`config.mk`:
```
export PLATFORM = sky130hd
export DESIGN_NAME = sprite_compositor
export DESIGN_NICKNAME = d
export VERILOG_FILES = /design/src/rtl/sprite_compositor.sv
export SDC_FILE = /design/constraint.sdc
export NUM_CORES = 2
export LEC_CHECK = 0
export ABC_AREA = 1
export CORE_MARGIN = 5
export CORE_UTILIZATION = 40
export CTS_CLUSTER_DIAMETER = 100
export DETAILED_ROUTE_END_ITERATION = 10
export PLACE_DENSITY = 0.66
export SLEW_MARGIN = 20
export SYNTH_ARGS = -nofsm -noshare
export SYNTH_HDL_FRONTEND = slang
export SYNTH_SLANG_ARGS = --single-unit
```
`constraint.sdc`:
```
create_clock -name VGA_CLK -period 20.1 [get_ports VGA_CLK]
set_clock_uncertainty 0.2 [all_clocks]
set_input_delay 6.03 -clock VGA_CLK [delete_from_list [all_inputs] [get_ports VGA_CLK]]
set_output_delay 6.03 -clock VGA_CLK [all_outputs]
set_load 0.01 [all_outputs]
```
`src/rtl/sprite_compositor.sv`:
```
// Layered 1-bpp sprite compositor for the VGA path: shadowed per-sprite geometry/colour,
// two-stage pixel pipeline (geometry, then bitmap fetch + priority pick), per-frame collision flags.
module sprite_compositor #(
  parameter int          N_SPRITES = 4,
  parameter int          SPR_W     = 16,
  parameter int          SPR_H     = 16,
  parameter logic [23:0] BG_COLOR  = 24'h000000
) (
  input  logic                 VGA_CLK,
  input  logic                 reset,
  input  logic [9:0]           pixel_x,
  input  logic [9:0]           pixel_y,
  input  logic                 pixel_valid,
  input  logic                 frame_start,
  input  logic                 cfg_we,
  input  logic [2:0]           cfg_sprite,
  input  logic [2:0]           cfg_field,
  input  logic [3:0]           cfg_row,
  input  logic [23:0]          cfg_data,
  output logic [7:0]           VGA_R,
  output logic [7:0]           VGA_G,
  output logic [7:0]           VGA_B,
  output logic                 pix_valid_out,
  output logic [N_SPRITES-1:0] collision
);

  localparam int COL_W = (SPR_W > 1) ? $clog2(SPR_W) : 1;
  localparam int ROW_W = (SPR_H > 1) ? $clog2(SPR_H) : 1;

  // Shadow (CPU-visible) and active (frame-stable) sprite state
  logic [9:0]       sh_x_q   [N_SPRITES];
  logic [9:0]       sh_y_q   [N_SPRITES];
  logic [1:0]       sh_sh_q  [N_SPRITES];
  logic             sh_en_q  [N_SPRITES];
  logic [23:0]      sh_col_q [N_SPRITES];
  logic [9:0]       act_x_q  [N_SPRITES];
  logic [9:0]       act_y_q  [N_SPRITES];
  logic [1:0]       act_sh_q [N_SPRITES];
  logic             act_en_q [N_SPRITES];
  logic [23:0]      act_col_q[N_SPRITES];
  logic [SPR_W-1:0] bmp_q    [N_SPRITES][SPR_H];

  // Stage 1 registers and their next-state values
  logic                 s1_valid_q;
  logic [N_SPRITES-1:0] s1_in_q, s1_in_d;
  logic [COL_W-1:0]     s1_col_q [N_SPRITES];
  logic [COL_W-1:0]     s1_col_d [N_SPRITES];
  logic [ROW_W-1:0]     s1_row_q [N_SPRITES];
  logic [ROW_W-1:0]     s1_row_d [N_SPRITES];
  logic [23:0]          s1_color_q[N_SPRITES];

  // Stage 2 / output registers
  logic [23:0]          rgb_q, rgb_d;
  logic                 pv_q;
  logic [N_SPRITES-1:0] acc_q, acc_d;
  logic [N_SPRITES-1:0] coll_q, coll_d;

  logic [10:0]          dx     [N_SPRITES];
  logic [10:0]          dy     [N_SPRITES];
  logic [10:0]          lim_x  [N_SPRITES];
  logic [10:0]          lim_y  [N_SPRITES];
  logic [SPR_W-1:0]     row_bits[N_SPRITES];
  logic [COL_W-1:0]     bit_idx[N_SPRITES];
  logic [N_SPRITES-1:0] opaque;
  logic                 hit;
  int                   n_opaque;

  always_ff @(posedge VGA_CLK) begin
    if (reset) begin
      for (int i = 0; i < N_SPRITES; i++) begin
        sh_x_q[i]    <= '0;
        sh_y_q[i]    <= '0;
        sh_sh_q[i]   <= '0;
        sh_en_q[i]   <= 1'b0;
        sh_col_q[i]  <= '0;
        act_x_q[i]   <= '0;
        act_y_q[i]   <= '0;
        act_sh_q[i]  <= '0;
        act_en_q[i]  <= 1'b0;
        act_col_q[i] <= '0;
      end
    end else begin
      for (int i = 0; i < N_SPRITES; i++) begin
        // Copy uses the pre-write shadow, so a coincident write lands one frame later
        if (frame_start) begin
          act_x_q[i]   <= sh_x_q[i];
          act_y_q[i]   <= sh_y_q[i];
          act_sh_q[i]  <= sh_sh_q[i];
          act_en_q[i]  <= sh_en_q[i];
          act_col_q[i] <= sh_col_q[i];
        end
        if (cfg_we && cfg_sprite == 3'(i)) begin
          case (cfg_field)
            3'd0:    sh_x_q[i]   <= cfg_data[9:0];
            3'd1:    sh_y_q[i]   <= cfg_data[9:0];
            3'd2:    sh_sh_q[i]  <= cfg_data[1:0];
            3'd3:    sh_en_q[i]  <= cfg_data[0];
            3'd4:    sh_col_q[i] <= cfg_data;
            default: ;
          endcase
        end
      end
    end
  end

  // Bitmaps are unshadowed and survive reset
  always_ff @(posedge VGA_CLK) begin
    if (!reset && cfg_we && cfg_field == 3'd5) begin
      for (int i = 0; i < N_SPRITES; i++) begin
        for (int r = 0; r < SPR_H; r++) begin
          if (cfg_sprite == 3'(i) && cfg_row == 4'(r)) bmp_q[i][r] <= cfg_data[SPR_W-1:0];
        end
      end
    end
  end

  // Stage 1: 11-bit differences keep negative offsets from wrapping into the sprite
  always_comb begin
    s1_in_d = '0;
    for (int i = 0; i < N_SPRITES; i++) begin
      dx[i]       = {1'b0, pixel_x} - {1'b0, act_x_q[i]};
      dy[i]       = {1'b0, pixel_y} - {1'b0, act_y_q[i]};
      lim_x[i]    = 11'(SPR_W) << act_sh_q[i];
      lim_y[i]    = 11'(SPR_H) << act_sh_q[i];
      s1_in_d[i]  = act_en_q[i] && !dx[i][10] && (dx[i] < lim_x[i]) &&
                    !dy[i][10] && (dy[i] < lim_y[i]);
      s1_col_d[i] = COL_W'(dx[i] >> act_sh_q[i]);
      s1_row_d[i] = ROW_W'(dy[i] >> act_sh_q[i]);
    end
  end

  always_ff @(posedge VGA_CLK) begin
    if (reset) begin
      s1_valid_q <= 1'b0;
      s1_in_q    <= '0;
      for (int i = 0; i < N_SPRITES; i++) begin
        s1_col_q[i]   <= '0;
        s1_row_q[i]   <= '0;
        s1_color_q[i] <= '0;
      end
    end else begin
      s1_valid_q <= pixel_valid;
      s1_in_q    <= s1_in_d;
      for (int i = 0; i < N_SPRITES; i++) begin
        s1_col_q[i]   <= s1_col_d[i];
        s1_row_q[i]   <= s1_row_d[i];
        s1_color_q[i] <= act_col_q[i];
      end
    end
  end

  // Stage 2: bitmap fetch (MSB is leftmost), lowest index wins
  always_comb begin
    opaque   = '0;
    n_opaque = 0;
    rgb_d    = BG_COLOR;
    for (int i = 0; i < N_SPRITES; i++) begin
      row_bits[i] = bmp_q[i][s1_row_q[i]];
      bit_idx[i]  = COL_W'(SPR_W - 1) - s1_col_q[i];
      opaque[i]   = s1_in_q[i] && row_bits[i][bit_idx[i]];
      if (opaque[i]) n_opaque = n_opaque + 1;
    end
    for (int i = N_SPRITES - 1; i >= 0; i--) begin
      if (opaque[i]) rgb_d = s1_color_q[i];
    end
    if (!s1_valid_q) rgb_d = '0;
    hit    = s1_valid_q && (n_opaque >= 2);
    acc_d  = acc_q;
    coll_d = coll_q;
    if (frame_start) begin
      coll_d = acc_q;
      acc_d  = hit ? opaque : '0;
    end else if (hit) begin
      acc_d = acc_q | opaque;
    end
  end

  always_ff @(posedge VGA_CLK) begin
    if (reset) begin
      rgb_q  <= '0;
      pv_q   <= 1'b0;
      acc_q  <= '0;
      coll_q <= '0;
    end else begin
      rgb_q  <= rgb_d;
      pv_q   <= s1_valid_q;
      acc_q  <= acc_d;
      coll_q <= coll_d;
    end
  end

  assign VGA_R         = rgb_q[23:16];
  assign VGA_G         = rgb_q[15:8];
  assign VGA_B         = rgb_q[7:0];
  assign pix_valid_out = pv_q;
  assign collision     = coll_q;

endmodule

```
==> impl_metrics.ini <==
[floorplan]
chipHeight_um = 412
die_area_um2 = 170000
die_w_um = 412
start_util_pct = 40.3
rows = 147
core_area_um2 = 161000
num_io_pins = 88

[route]
drtIter0Drc = 4748
drc = 0
wire_per_inst_um = 20.6
via_per_inst = 5.25
wl_mm = 169
vias = 43000
ant_nets = 0
first_pass_iters = 9

[finish]
drive_gt1_share_pct = 6.48
syn_to_final_growth_pct = 12.5
layout_common_cells = edfxtp_1 (1328), nand2_1 (1033), nor2_1 (766), nand3_1 (712), inv_1 (494)
fill_cells = 14500
layout_commonest_cell = edfxtp_1
fin_nets = 6085
design_area_um2 = 72800

[power_and_ir_drop]
finalPower_mw = 7.28
switching_share_pct = 25.8
p_seq_share_pct = 49.9
clock_power_share_pct = 39.3
combPwrFrac_pct = 10.8
power.switching_mw = 1.88
internal-power_mw = 5.41
power_density_nw_per_um2 = 100
p_leak_nw = 27.0
ir_worst_vdd_mv = 0.0878

[synth]
ys_ff_latch = 1566
synth-edff-count = 1328
synth.distinct_cells = 46
netlist_instances = 5840
synth_warnings = 0
yosysSeqAreaShare_pct = 69.0
mappedNetlistNets = 6023
synth_flop_cell = edfxtp_1
async_reset_ff_share_pct = 0
synth_area_um2 = 64700
avgSynthCellArea_um2 = 11.1

[timing]
setup_tns_ns = 0
finalSetupViolCount = 0
fin_crit_sh_pct = 44.2
whs_ns = 0.220
hold_viol = 0
max_slew.worst_pin.slew_ns = 1.09
slew_viol_final = 0
period_needed_ns = 8.89
fmax_mhz = 112
rsz0062_at_grt = no
slew_headroom_pct = 26.9

[global_route]
overflow = 0
grt_pass1_vias = 41000
grt_pass1_wl_mm = 255
grt_usage_pct = 19.7
grt_max_degree = 109
antenna_found_initial = 4

[place]
place_area_um2 = 67700
dpl.hpwl_mm = 102
place.gp.congestion = 0.918
io_buffers = 87

[setup_path]
crit_path_max_fanout = 8
end_kind = register
path_class = primary input to register
crit_path_start_kind = primary input
startpoint = pixel_x[1]
r2r-start = s1_row_q[2][0]
cp.arrival_ns = 9.40
required_ns = 20.61

[outcome]
status = completed

[hold_path]
min_from = act_col_q[2][0]
min_path_type = register to register

[clocking]
cts.htree.levels = 4
clockBufferDepth = 3
cts_tree = built
post-cts-setup-buffers = 0
cts.sinks = 1566
cts_buffers = 160
cts_resized = 0
clkTransAtPathRegs_ns = 0.06
clk_root_buffer_cell = clkbuf_16
insertion_delay_ns = 0.80
cts_hold_buf = 0

[run]
cap_violations = 0
registers in the layout, summed over array words and instances, names as in the netlist:
| signal | count |
|---|---|
| pix_valid_out | 1 |
| s1_col_q | 16 |
| bmp_q | 1024 |
| sh_y_q | 40 |
| sh_x_q | 40 |
| rgb_q | 24 |
| act_sh_q | 8 |
| sh_sh_q | 8 |
| acc_q | 4 |
| s1_color_q | 96 |
| collision | 4 |
| act_en_q | 4 |
| s1_valid_q | 1 |
| act_y_q | 40 |
| act_col_q | 96 |
| s1_row_q | 16 |
| sh_en_q | 4 |
| s1_in_q | 4 |
| act_x_q | 40 |
| sh_col_q | 96 |
per-stage QoR:
step                      util (%)  std cells  setup slack (ns)
after CTS                     45.3       8192             11.24
after floorplan                  -       5840              9.54
after detailed placement      42.2       7900             10.42
after global routing          45.3       8192             10.79
final                         45.3       8193             11.21
after global placement        42.1       7900             10.39
power groups by stage:
stage,Clock [mW],Sequential [mW],Combinational (mW)
global route,3.05,3.64,0.872
global placement,0,3.70,0.767
finish,2.86,3.64,0.786
CTS,2.91,3.63,0.782
detailed placement,0,3.70,0.778
floorplan,0,3.67,0.533
worst max-delay path, cell delays in order:
cell             delay [ns]
clkdlybuf4s50_1        0.85
ha_1                   0.33
nand2_1                0.06
nor2_1                 0.04
a211oi_1               0.31
o21ai_0                0.19
a21oi_1                0.17
inv_1                  0.06
a21oi_1                0.20
xor2_1                 0.10
ha_1                   0.21
nor4_1                 0.28
o221a_2                0.23
nand2_1                0.05
nor2_1                 0.10
o2111ai_1              0.11
nor2_1                 0.09
routing by layer:
metal  vias to the layer above  GRT usage, %  routed length (µm)
li1                      20200             -                   -
met1                     20900          27.8               72100
met2                      1687          31.0               78300
met3                       263          3.64               14200
met4                         0          6.03                4670
met5                         -             0                   0
cell families after synthesis:
group,synth area share (%)
buffers and inverters,5.25
flip-flops,69.0
XOR/XNOR,0.691
AO/OA/AOI/OAI,6.23
adder cells (fa/ha/maj),2.49
AND/OR/NAND/NOR,16.3
multiplexers,0.0329
final timing paths:
kind	endpoint	slack [ns]	cells past startpoint
setup reg to reg	acc_q[1]	13.89	21
hold / removal	s1_color_q[2][0]	0.22	2
setup / recovery	s1_in_q[2]	11.21	17
hold reg to reg	s1_color_q[2][0]	0.22	2
Yosys cell counts (28+ instances only):
cell / n / area share (%)
o22ai_1: 128 / 1.2
a21oi_1: 110 / 0.85
o211ai_1: 38 / 0.44
nand3_1: 712 / 5.5
xor2_1: 38 / 0.51
inv_1: 498 / 2.9
edfxtp_1: 1328 / 62
o21ai_0: 368 / 2.8
o21ai_1: 42 / 0.33
nor2_1: 767 / 4.5
ha_1: 116 / 2.2
nand2_1: 1036 / 6.0
dfxtp_1: 238 / 7.4
buf_1: 28 / 0.16
buf_2: 105 / 0.81
clkbuf_1: 142 / 0.82
area by class of cell:
class | instances | area [µm²] | area share, %
antenna | 1 | 2.50 | 0.00344
clock inverter | 65 | 717 | 0.985
multi-input combinational | 3453 | 16700 | 22.9
tap | 2160 | 2700 | 3.71
inverter | 508 | 1920 | 2.64
clock buffer | 227 | 4360 | 5.99
timing repair buffer | 213 | 1730 | 2.38
sequential | 1566 | 44700 | 61.4
No activity file was read; power rests on OpenSTA's default activity.
